===== config.mk =====
export PLATFORM = sky130hd
export DESIGN_NAME = iterative_magnitude_comparator
export DESIGN_NICKNAME = d
export VERILOG_FILES = /design/src/rtl/cmp_pkg.sv /design/src/rtl/digit_magnitude_compare.sv /design/src/rtl/iterative_magnitude_comparator.sv
export SDC_FILE = /design/constraint.sdc
export NUM_CORES = 1
export LEC_CHECK = 0
export CAP_MARGIN = 20
export CORE_MARGIN = 8
export CORE_UTILIZATION = 51
export DETAILED_ROUTE_END_ITERATION = 8
export GPL_TIMING_DRIVEN = 0
export HOLD_SLACK_MARGIN = 0.06
export MAX_ROUTING_LAYER = met4
export PLACE_DENSITY = 0.83
export SETUP_SLACK_MARGIN = 0.4
export SLEW_MARGIN = 20
export SYNTH_ARGS = -nofsm -noshare
export SYNTH_HDL_FRONTEND = slang
export SYNTH_SLANG_ARGS = --single-unit

===== constraint.sdc =====
create_clock -name i_CLK -period 3.1 [get_ports i_CLK]
set_input_delay 0.775 -clock i_CLK [delete_from_list [all_inputs] [get_ports i_CLK]]
set_output_delay 0.775 -clock i_CLK [all_outputs]
set_load 0.01 [all_outputs]

===== src/rtl/cmp_pkg.sv =====
// ---------------------------------------------------------------------------
// cmp_pkg
// Shared types and sizing helpers for the iterative magnitude comparator.
//   cmp_state_e    : controller states (IDLE, SCAN, DONE)
//   cmp_result_t   : one-hot {GT, LT, EQ} result encoding
//   calcNumDigits  : number of DIGIT-wide slices in a WIDTH-bit operand
//   calcStepWidth  : width of the step counter able to hold 1..NDIG
//   calcIndexWidth : width of the slice index (at least one bit)
// ---------------------------------------------------------------------------
package cmp_pkg;

    typedef enum logic [1:0] {
        IDLE = 2'd0,
        SCAN = 2'd1,
        DONE = 2'd2
    } cmp_state_e;

    typedef logic [2:0] cmp_result_t;

    localparam cmp_result_t RES_GT = 3'b100;
    localparam cmp_result_t RES_LT = 3'b010;
    localparam cmp_result_t RES_EQ = 3'b001;

    function automatic int calcNumDigits(input int width, input int digit);
        return width / digit;
    endfunction

    function automatic int calcStepWidth(input int numDigits);
        return $clog2(numDigits) + 1;
    endfunction

    // A single-slice operand still needs a one-bit index register.
    function automatic int calcIndexWidth(input int numDigits);
        return (numDigits > 1) ? $clog2(numDigits) : 1;
    endfunction

endpackage


===== src/rtl/digit_magnitude_compare.sv =====
// ---------------------------------------------------------------------------
// digit_magnitude_compare
// Purely combinational unsigned compare of one DIGIT-bit slice.
//   a_i, b_i : slice of operand A and operand B
//   gt, lt   : a_i > b_i, a_i < b_i
//   eq       : a_i == b_i
// ---------------------------------------------------------------------------
module digit_magnitude_compare #(
    parameter int DIGIT = 4
) (
    input  logic [DIGIT-1:0] a_i,
    input  logic [DIGIT-1:0] b_i,
    output logic             gt,
    output logic             lt,
    output logic             eq
);

    // Exactly one of the three flags is asserted for any input pair.
    always_comb begin
        gt = (a_i > b_i);
        lt = (a_i < b_i);
        eq = (a_i == b_i);
    end

endmodule


===== src/rtl/iterative_magnitude_comparator.sv =====
// ---------------------------------------------------------------------------
// iterative_magnitude_comparator
// Multi-cycle WIDTH-bit magnitude comparator. Operands are scanned one
// DIGIT-bit slice per clock, most significant slice first, and the scan
// stops at the first slice that differs. Signed operands are handled by
// flipping the sign bit of both operands at capture time, which maps
// two's-complement ordering onto unsigned ordering.
//   i_CLK, i_RST        : clock (rising edge), async active-high reset
//   i_VALID / o_READY   : request handshake, accepted only in IDLE
//   i_OPERAND_A/B       : operands, captured on the accept edge
//   i_SIGNED            : 1 = two's-complement compare, 0 = unsigned
//   o_VALID / i_READY   : result handshake, result held until consumed
//   o_GT, o_LT, o_EQ    : one-hot result, all zero while o_VALID is low
//   o_STEPS             : slices examined (1..NDIG), zero while idle
// ---------------------------------------------------------------------------
module iterative_magnitude_comparator
    import cmp_pkg::*;
#(
    parameter int WIDTH = 32,
    parameter int DIGIT = 4
) (
    input  logic             i_CLK,
    input  logic             i_RST,
    input  logic             i_VALID,
    output logic             o_READY,
    input  logic [WIDTH-1:0] i_OPERAND_A,
    input  logic [WIDTH-1:0] i_OPERAND_B,
    input  logic             i_SIGNED,
    output logic             o_VALID,
    input  logic             i_READY,
    output logic             o_GT,
    output logic             o_LT,
    output logic             o_EQ,
    output logic [calcStepWidth(calcNumDigits(WIDTH, DIGIT))-1:0] o_STEPS
);

    localparam int NDIG  = calcNumDigits(WIDTH, DIGIT);
    localparam int STEPW = calcStepWidth(NDIG);
    localparam int IDXW  = calcIndexWidth(NDIG);

    // Reject operand widths that do not split into whole slices.
    generate
        if (DIGIT < 1 || WIDTH < DIGIT || (WIDTH % DIGIT) != 0) begin : gBadParams
            $error("iterative_magnitude_comparator: WIDTH must be a positive multiple of DIGIT");
        end
    endgenerate

    cmp_state_e       state_q, state_d;
    logic [WIDTH-1:0] opA_q, opA_d;
    logic [WIDTH-1:0] opB_q, opB_d;
    logic [IDXW-1:0]  digitIdx_q, digitIdx_d;
    logic [STEPW-1:0] stepCount_q, stepCount_d;
    cmp_result_t      result_q, result_d;

    logic [WIDTH-1:0] signBias;
    logic [DIGIT-1:0] sliceA;
    logic [DIGIT-1:0] sliceB;
    logic             digitGt;
    logic             digitLt;
    logic             digitEq;
    logic             scanFinished;

    // Flipping the MSB of both operands turns a signed compare into an
    // unsigned one, so the slice comparator never needs to know the mode.
    assign signBias = WIDTH'(i_SIGNED) << (WIDTH - 1);

    assign sliceA = opA_q[digitIdx_q*DIGIT +: DIGIT];
    assign sliceB = opB_q[digitIdx_q*DIGIT +: DIGIT];

    digit_magnitude_compare #(
        .DIGIT (DIGIT)
    ) uDigitCompare (
        .a_i (sliceA),
        .b_i (sliceB),
        .gt  (digitGt),
        .lt  (digitLt),
        .eq  (digitEq)
    );

    // The scan ends at the first differing slice or after the last slice.
    assign scanFinished = !digitEq || (digitIdx_q == '0);

    // State register.
    always_ff @(posedge i_CLK or posedge i_RST) begin
        if (i_RST) begin
            state_q <= IDLE;
        end else begin
            state_q <= state_d;
        end
    end

    // Next-state logic.
    always_comb begin
        state_d = state_q;
        case (state_q)
            IDLE:    if (i_VALID) state_d = SCAN;
            SCAN:    if (scanFinished) state_d = DONE;
            DONE:    if (i_READY) state_d = IDLE;
            default: state_d = IDLE;
        endcase
    end

    // Datapath next values: operand capture, slice walk and step count.
    always_comb begin
        opA_d       = opA_q;
        opB_d       = opB_q;
        digitIdx_d  = digitIdx_q;
        stepCount_d = stepCount_q;
        result_d    = result_q;
        case (state_q)
            IDLE: begin
                if (i_VALID) begin
                    opA_d       = i_OPERAND_A ^ signBias;
                    opB_d       = i_OPERAND_B ^ signBias;
                    digitIdx_d  = IDXW'(NDIG - 1);
                    stepCount_d = '0;
                end
            end
            SCAN: begin
                stepCount_d = stepCount_q + STEPW'(1);
                if (scanFinished) begin
                    result_d = {digitGt, digitLt, digitEq};
                end else begin
                    digitIdx_d = digitIdx_q - IDXW'(1);
                end
            end
            default: ;
        endcase
    end

    // Datapath registers; reset discards any result in flight.
    always_ff @(posedge i_CLK or posedge i_RST) begin
        if (i_RST) begin
            opA_q       <= '0;
            opB_q       <= '0;
            digitIdx_q  <= '0;
            stepCount_q <= '0;
            result_q    <= '0;
        end else begin
            opA_q       <= opA_d;
            opB_q       <= opB_d;
            digitIdx_q  <= digitIdx_d;
            stepCount_q <= stepCount_d;
            result_q    <= result_d;
        end
    end

    // Outputs are driven from registers and forced to zero outside DONE.
    // o_READY is also held low while reset is asserted.
    always_comb begin
        o_READY = 1'b0;
        o_VALID = 1'b0;
        o_GT    = 1'b0;
        o_LT    = 1'b0;
        o_EQ    = 1'b0;
        o_STEPS = '0;
        case (state_q)
            IDLE: o_READY = !i_RST;
            DONE: begin
                o_VALID              = 1'b1;
                {o_GT, o_LT, o_EQ}   = result_q;
                o_STEPS              = stepCount_q;
            end
            default: ;
        endcase
    end

endmodule


==> results of run 1 <==
==> path summary, 6_finish.rpt <==
check / startpoint / to / slack [ns]
min: opB_q[10]$_DFFE_PP0P_ / opB_q[10]$_DFFE_PP0P_ / 0.47
max: digitIdx_q[0]$_DFFE_PP0P_ / digitIdx_q[2]$_DFFE_PP0P_ / 0.44
min in group asynchronous: i_RST / opA_q[7]$_DFFE_PP0P_ / 0.88
min reg2reg: opB_q[10]$_DFFE_PP0P_ / opB_q[10]$_DFFE_PP0P_ / 0.47
max in group asynchronous: i_RST / opB_q[28]$_DFFE_PP0P_ / 1.67
max reg2reg: digitIdx_q[0]$_DFFE_PP0P_ / digitIdx_q[2]$_DFFE_PP0P_ / 0.44
==> state kept, by name, indices dropped and copies added (netlist names) <==
name	flops
stepCount_q	4
opB_q	32
opA_q	32
result_q	3
digitIdx_q	3
state_q	2
==> per-layer routing <==
layer / track usage / part of all wire / up-vias
met4: 0.05239 / 0.011 / 0
met1: 0.2369 / 0.44 / 1310
met5: - / 0 / -
met3: 0.05190 / 0.063 / 11
met2: 0.2966 / 0.49 / 89
li1: - / - / 1380
==> logic make-up (layout without fill, tap and decap cells) <==
| group | after synthesis | after routing |
|---|---|---|
| AOI/OAI and AO/OA | 17 | 17 |
| xor gates and xnor gates | 4 | 4 |
| adders and majority gates | 7 | 7 |
| buffers and inverters | 25 | 120 |
| DFF | 76 | 76 |
| muxes | 24 | 24 |
| and+or+nand+nor | 218 | 218 |
==> worst register-to-register path, stage by stage (launching register included) <==
cell and delay, ns:
dfrtp_1 0.34, buf_6 0.17, buf_6 0.21, mux4_2 0.53, mux2i_1 0.20, ha_1 0.30
nand4_1 0.25, nor3_4 0.09, or2_2 0.30, o21a_1 0.17
==> stage by stage <==
stage	hold slack, ns	cells
after detailed placement	0.4548	546
after global routing	0.4881	562
after CTS	0.4761	562
after global placement	0.4500	544
after floorplan	0.4373	371
final	0.4747	562
==> synth_stat cells <==
master	n	area [sq um]
inv_1	6	22.52
and2b_1	1	7.510
ha_1	7	87.58
clkbuf_1	7	26.28
xnor2_1	2	17.52
nand2_1	194	728.2
o21a_1	1	7.510
mux2_2	4	45.04
buf_6	2	22.52
mux4_1	7	183.9
and2_1	6	37.54
nor2b_1	2	12.51
dfrtp_1	76	1902
nor3_1	4	20.02
buf_2	10	50.05
mux4_2	9	202.7
a31oi_1	1	6.260
mux2i_1	4	40.04
a22oi_1	1	7.510
xor2_1	2	17.52
and2_0	1	6.260
o21ai_0	9	45.04
nand4_1	1	6.260
a32o_1	1	10.01
a21oi_1	4	20.02
nor2_1	3	11.26
nor3_2	1	10.01
nand3_1	3	15.01
or2_2	1	6.260
nand2b_1	1	6.260
==> what timing repair did <==
item	4_1_cts	5_1_grt
buffers inserted	0	0
hold buffers	0	0
gates resized for setup	2	2
setup endpoints to repair	3	8
cloned	0	0
pin swaps	0	1
==> final cells by class <==
class / count / area, sq um / share of cell area
Sequential cell: 76 / 1902 / 0.4002
Multi-Input combinational cell: 270 / 1567 / 0.3296
Timing Repair Buffer: 79 / 817.0 / 0.1719
Clock buffer: 13 / 178.9 / 0.03765
Tap cell: 96 / 120.1 / 0.02528
Buffer: 19 / 98.84 / 0.02080
Clock inverter: 3 / 42.54 / 0.008952
Inverter: 6 / 26.28 / 0.005529
==> power breakdown <==
group	switching, uW	internal (uW)	total (uW)
Combinational	939	867	1810
Sequential	250	1450	1700
Clock	357	459	816
Total	1550	2780	4320
==> impl_metrics.tcl, run 1 <==
set metrics [dict create \
    outcome "finished clean" \
    layout-drive-gt1-share 0.1009 \
    port_buffers 77 \
    relSlewSlack 0.6047 \
    cp_max_fo 10 \
    ys_ff_latch 76 \
    mostFrequentLayoutCells "194 x nand2_1, 76 x dfrtp_1, 76 x clkdlybuf4s50_1, 13 x clkbuf_8, 10 x buf_2" \
    cp_cell_sequence "buf_6 > buf_6 > mux4_2 > mux2i_1 > ha_1 > nand4_1 > nor3_4 > or2_2 > o21a_1" \
    critPathLaunchType "flop" \
    grt_pass1_wl_um 14500 \
    drc 0 \
    synth_compound_area_frac 0.02690 \
    worstSetupEndpointType "flop" \
    syn_to_final_growth_pct 32.70 \
    hold_depth 2 \
    syn-num-nets 447 \
    cts_made_buffers 9 \
    fillers 513 \
    cp_num_cells 9 \
    place_area_sq_mm 0.004523 \
    layout.nets 537 \
    finalMaxSlewViolations 0 \
    fmax_mhz 375.5 \
    min_period_ns 2.663 \
    coreArea_sq_mm 0.006794 \
    ys_warn_count 0 \
    final_core_util 0.6994 \
    antenna_cells 0 \
    synthXorXnorAreaFrac 0.009783 \
    yosysSeqAreaShare 0.5311 \
    grt_antenna_before_repair 0 \
    rr_worst_depth 9 \
    syn_area_sq_mm 0.003581 \
    wl_per_cell_um 15.30 \
    die_h_um 99.80 \
    drv_cap 0 \
    grt_pass1_vias 3008 \
    tightest_slew_ns 0.5918 \
    clk_latency_ns 0.34 \
    grt_setup_unrepaired "true" \
    setup_violations 0 \
    detail_route.iter0.violations 147 \
    syn_inst 371 \
    dpl_worst_slack_ns 0.3905 \
    fin_total_pwr_uw 4322 \
    grt-ovfl-total 0 \
    gp_congestion 0.8119 \
    grt_max_degree 34 \
    final.setup.tns_ns 0 \
    fin_ws_ns 0.4369 \
    fp.dieW_um 99.80 \
    hold_viol 0 \
    ios 78 \
    htreeDepth 3 \
    muxShareOfSynthArea 0.1317 \
    syn_avg_cell_area_sq_um 9.652 \
    final_common_cell "nand2_1" \
    hpwlAfterDp_um 6417 \
    clockBufferDepth 2 \
    cpMaxStageDelayCell "mux4_2" \
    firstDrtPassIters 4 \
    min_path_type "reg -> reg" \
    drt-total-wl_um 8601 \
    synth_adder_area_share 0.02446 \
    cp_top_family "multiplexers" \
    root_buffer "clkbuf_8" \
    power_density_mw_per_mm2 909.5 \
    power.leakage_uw 0.002377 \
    clk_pin_slew_ns 0.07 \
    stdcell_area_sq_mm 0.004752 \
    irDropWorstVdd_v 0.0004829 \
    fin_worst_skew_ns 0.009985 \
    critPathArrivalTime_ns 2.89 \
    period_share 0.8591 \
    synth_top_family_by_area "simple AND/OR/NAND/NOR gates" \
    tritoncts_num_sinks 76 \
    cp.required_ns 3.33 \
    start_util 0.5271 \
    die-area_sq_mm 0.009959 \
    cts_tree "done" \
    max_stage_delay_ns 0.53 \
    synth_cell_type_count 30 \
    critical_path_class "reg -> reg" \
    grt_use_total 0.1895 \
    viasPerCell 4.964 \
    rows 30 \
    path_common_cell "buf_6" \
    crit_buf_inv 2 \
    dr_total_vias 2790 \
    yosys.area_share.simple 0.2421 \
    ant_nets 0 \
]
No activity file was read; power rests on OpenSTA's default activity.
==> run 2, diff against run 1 <==
==> constraint.sdc (replaced) <==
create_clock -name i_CLK -period 2.6 [get_ports i_CLK]
set_input_delay 0.65 -clock i_CLK [delete_from_list [all_inputs] [get_ports i_CLK]]
set_output_delay 0.65 -clock i_CLK [all_outputs]
set_load 0.01 [all_outputs]
==> impl_metrics.tcl, run 2 (same netlist as run 1, synthesis figures left out) <==
set metrics [dict create \
    outcome "complete, but fails checks" \
    violations "setup timing" \
    cp.required_ns 2.84 \
    final_common_cell "nand2_1" \
    mostFrequentLayoutCells "194 x nand2_1, 74 x dfrtp_1, 68 x clkdlybuf4s50_1, 15 x mux4_2" \
    grt_antenna_before_repair 0 \
    cpMaxStageDelayCell "mux4_2" \
    top_regs "opA_q x32, opB_q x32, stepCount_q x4" \
    htreeDepth 3 \
    critPathArrivalTime_ns 2.86 \
    rows 30 \
    hold_path_end "opB_q[25]$_DFFE_PP0P_" \
    clockBufferDepth 2 \
    min_path_type "reg -> reg" \
    fp.dieW_um 99.80 \
    clk_latency_ns 0.35 \
    drv_cap 0 \
    gp_congestion 0.7946 \
    die-area_sq_mm 0.009959 \
    final_core_util 0.7383 \
    r2r_start "digitIdx_q[0]$_DFFE_PP0P_" \
    critical_path_class "reg -> reg" \
    fillers 447 \
    grt_pass1_wl_um 16240 \
    drt-total-wl_um 9941 \
    hold_depth 2 \
    hold_start "opB_q[25]$_DFFE_PP0P_" \
    hpwlAfterDp_um 6646 \
    relSlewSlack 0.6706 \
    dr_total_vias 3079 \
    ant_nets 0 \
    final-seq-area_sq_mm 0.001904 \
    dpl_worst_slack_ns -0.05839 \
    layout.nets 551 \
    grt_use_total 0.2152 \
    worstSetupEndpointType "flop" \
    hold_viol 0 \
    viasPerCell 5.345 \
    clk_pin_slew_ns 0.08 \
    cts_made_buffers 9 \
    setup_violations 2 \
    final.setup.tns_ns -0.02088 \
    multi_input_area_sq_mm 0.001670 \
    grt_setup_unrepaired "true" \
    cts_tree "done" \
    grt_pass1_vias 3362 \
    antenna_cells 0 \
    critPathLaunchType "flop" \
    wl_per_cell_um 17.26 \
    finalMaxSlewViolations 0 \
    layout-drive-gt1-share 0.1729 \
    tritoncts_num_sinks 76 \
    min_period_ns 2.614 \
    cp_cell_sequence "buf_12 > buf_16 > mux4_2 > mux2_4 > ha_4 > nand4_1 > buf_4 > buf_6 > a32o_1" \
    period_share 1.005 \
    coreArea_sq_mm 0.006794 \
    grt_max_degree 33 \
    fmax_mhz 382.6 \
    grt-ovfl-total 0 \
    port_buffers 77 \
    die_h_um 99.80 \
    ios 78 \
    max_stage_delay_ns 0.54 \
    rr_worst_depth 9 \
    worstReg2RegEnd "result_q[2]$_DFFE_PP0P_" \
    start_util 0.5271 \
    power_density_mw_per_mm2 1197 \
    power.leakage_uw 0.002490 \
    reg2reg_slack_ns -0.01 \
    detail_route.iter0.violations 195 \
    ctsHoldBuffers 0 \
    fin_total_pwr_uw 6006 \
    syn_to_final_growth_pct 40.08 \
    fin_worst_skew_ns 0.01039 \
    cp_max_fo 5 \
    drc 0 \
    root_buffer "clkbuf_8" \
    fin_ws_ns -0.01400 \
    tightest_slew_ns 0.4931 \
    firstDrtPassIters 5 \
    irDropWorstVdd_v 0.0005186 \
]
-- run 2: stage by stage --
step	hold WS [ns]	std cells	area [sq um]
detailed placement	0.4589	546	4544
floorplan	0.4373	371	3613
global placement	0.4491	544	4504
global route	0.4940	576	5016
finish	0.4789	576	5016
CTS	0.4790	574	4992
-- run 2: how the worst max path moves through the flow --
stage | end | startpoint
4_1_cts | result_q[2]$_DFFE_PP0P_ | digitIdx_q[0]$_DFFE_PP0P_
3_3_place_gp | digitIdx_q[2]$_DFFE_PP0P_ | digitIdx_q[0]$_DFFE_PP0P_
5_1_grt | result_q[2]$_DFFE_PP0P_ | digitIdx_q[0]$_DFFE_PP0P_
6_report | result_q[2]$_DFFE_PP0P_ | digitIdx_q[0]$_DFFE_PP0P_
2_1_floorplan | digitIdx_q[2]$_DFFE_PP0P_ | digitIdx_q[0]$_DFFE_PP0P_
3_5_place_dp | digitIdx_q[2]$_DFFE_PP0P_ | digitIdx_q[0]$_DFFE_PP0P_
-- run 2: area by class of cell --
| type | instances | area share |
|---|---|---|
| clock inverter | 4 | 0.01447 |
| clock buffer | 12 | 0.02893 |
| buffer | 19 | 0.02395 |
| multi-input combinational | 270 | 0.3330 |
| timing repair buffer | 93 | 0.1908 |
| sequential | 76 | 0.3796 |
| inverter | 6 | 0.005238 |
| tap | 96 | 0.02395 |
-- run 2: worst max-delay path: cells and delay by family, from the launching register on --
family                     cells  cell delay (ns)
muxes                          2             0.86
AOI/OAI and AO/OA              1             0.21
DFF                            1             0.43
adders and majority gates      1             0.27
and+or+nand+nor                1             0.17
buffers and inverters          4             0.57
-- run 2: report_power, final --
part           total [uW]  switching (uW)  leakage (uW)  internal, uW
clock                1000             437      0.000107           566
combinational        2940            1440       0.00145          1510
sequential           2060             326      0.000932          1730
total                6010            2200       0.00249          3810
-- run 2: what timing repair did --
action	CTS	global route
pin swaps	6	5
gates cloned	2	0
setup buffers	10	2
resized for setup	38	19
endpoints found under the setup margin	17	12
-- run 2: metal layers --
| layer | track usage | vias up | share of wire |
|---|---|---|---|
| met5 | - | - | 0 |
| met4 | 0.1432 | 0 | 0.037 |
| met3 | 0.03391 | 35 | 0.044 |
| met2 | 0.3561 | 141 | 0.52 |
| met1 | 0.2368 | 1496 | 0.40 |
| li1 | - | 1407 | - |
==> run 3, diff against run 2 <==
--- a/config.mk
+++ b/config.mk
@@ -9,6 +9,7 @@
 export CORE_MARGIN = 8
 export CORE_UTILIZATION = 51
 export DETAILED_ROUTE_END_ITERATION = 8
+export GPL_ROUTABILITY_DRIVEN = 0
 export GPL_TIMING_DRIVEN = 0
 export HOLD_SLACK_MARGIN = 0.06
 export MAX_ROUTING_LAYER = met4
==> results of run 3 <==
Same layout as run 2: the final DEF is identical, and so are final timing and power.
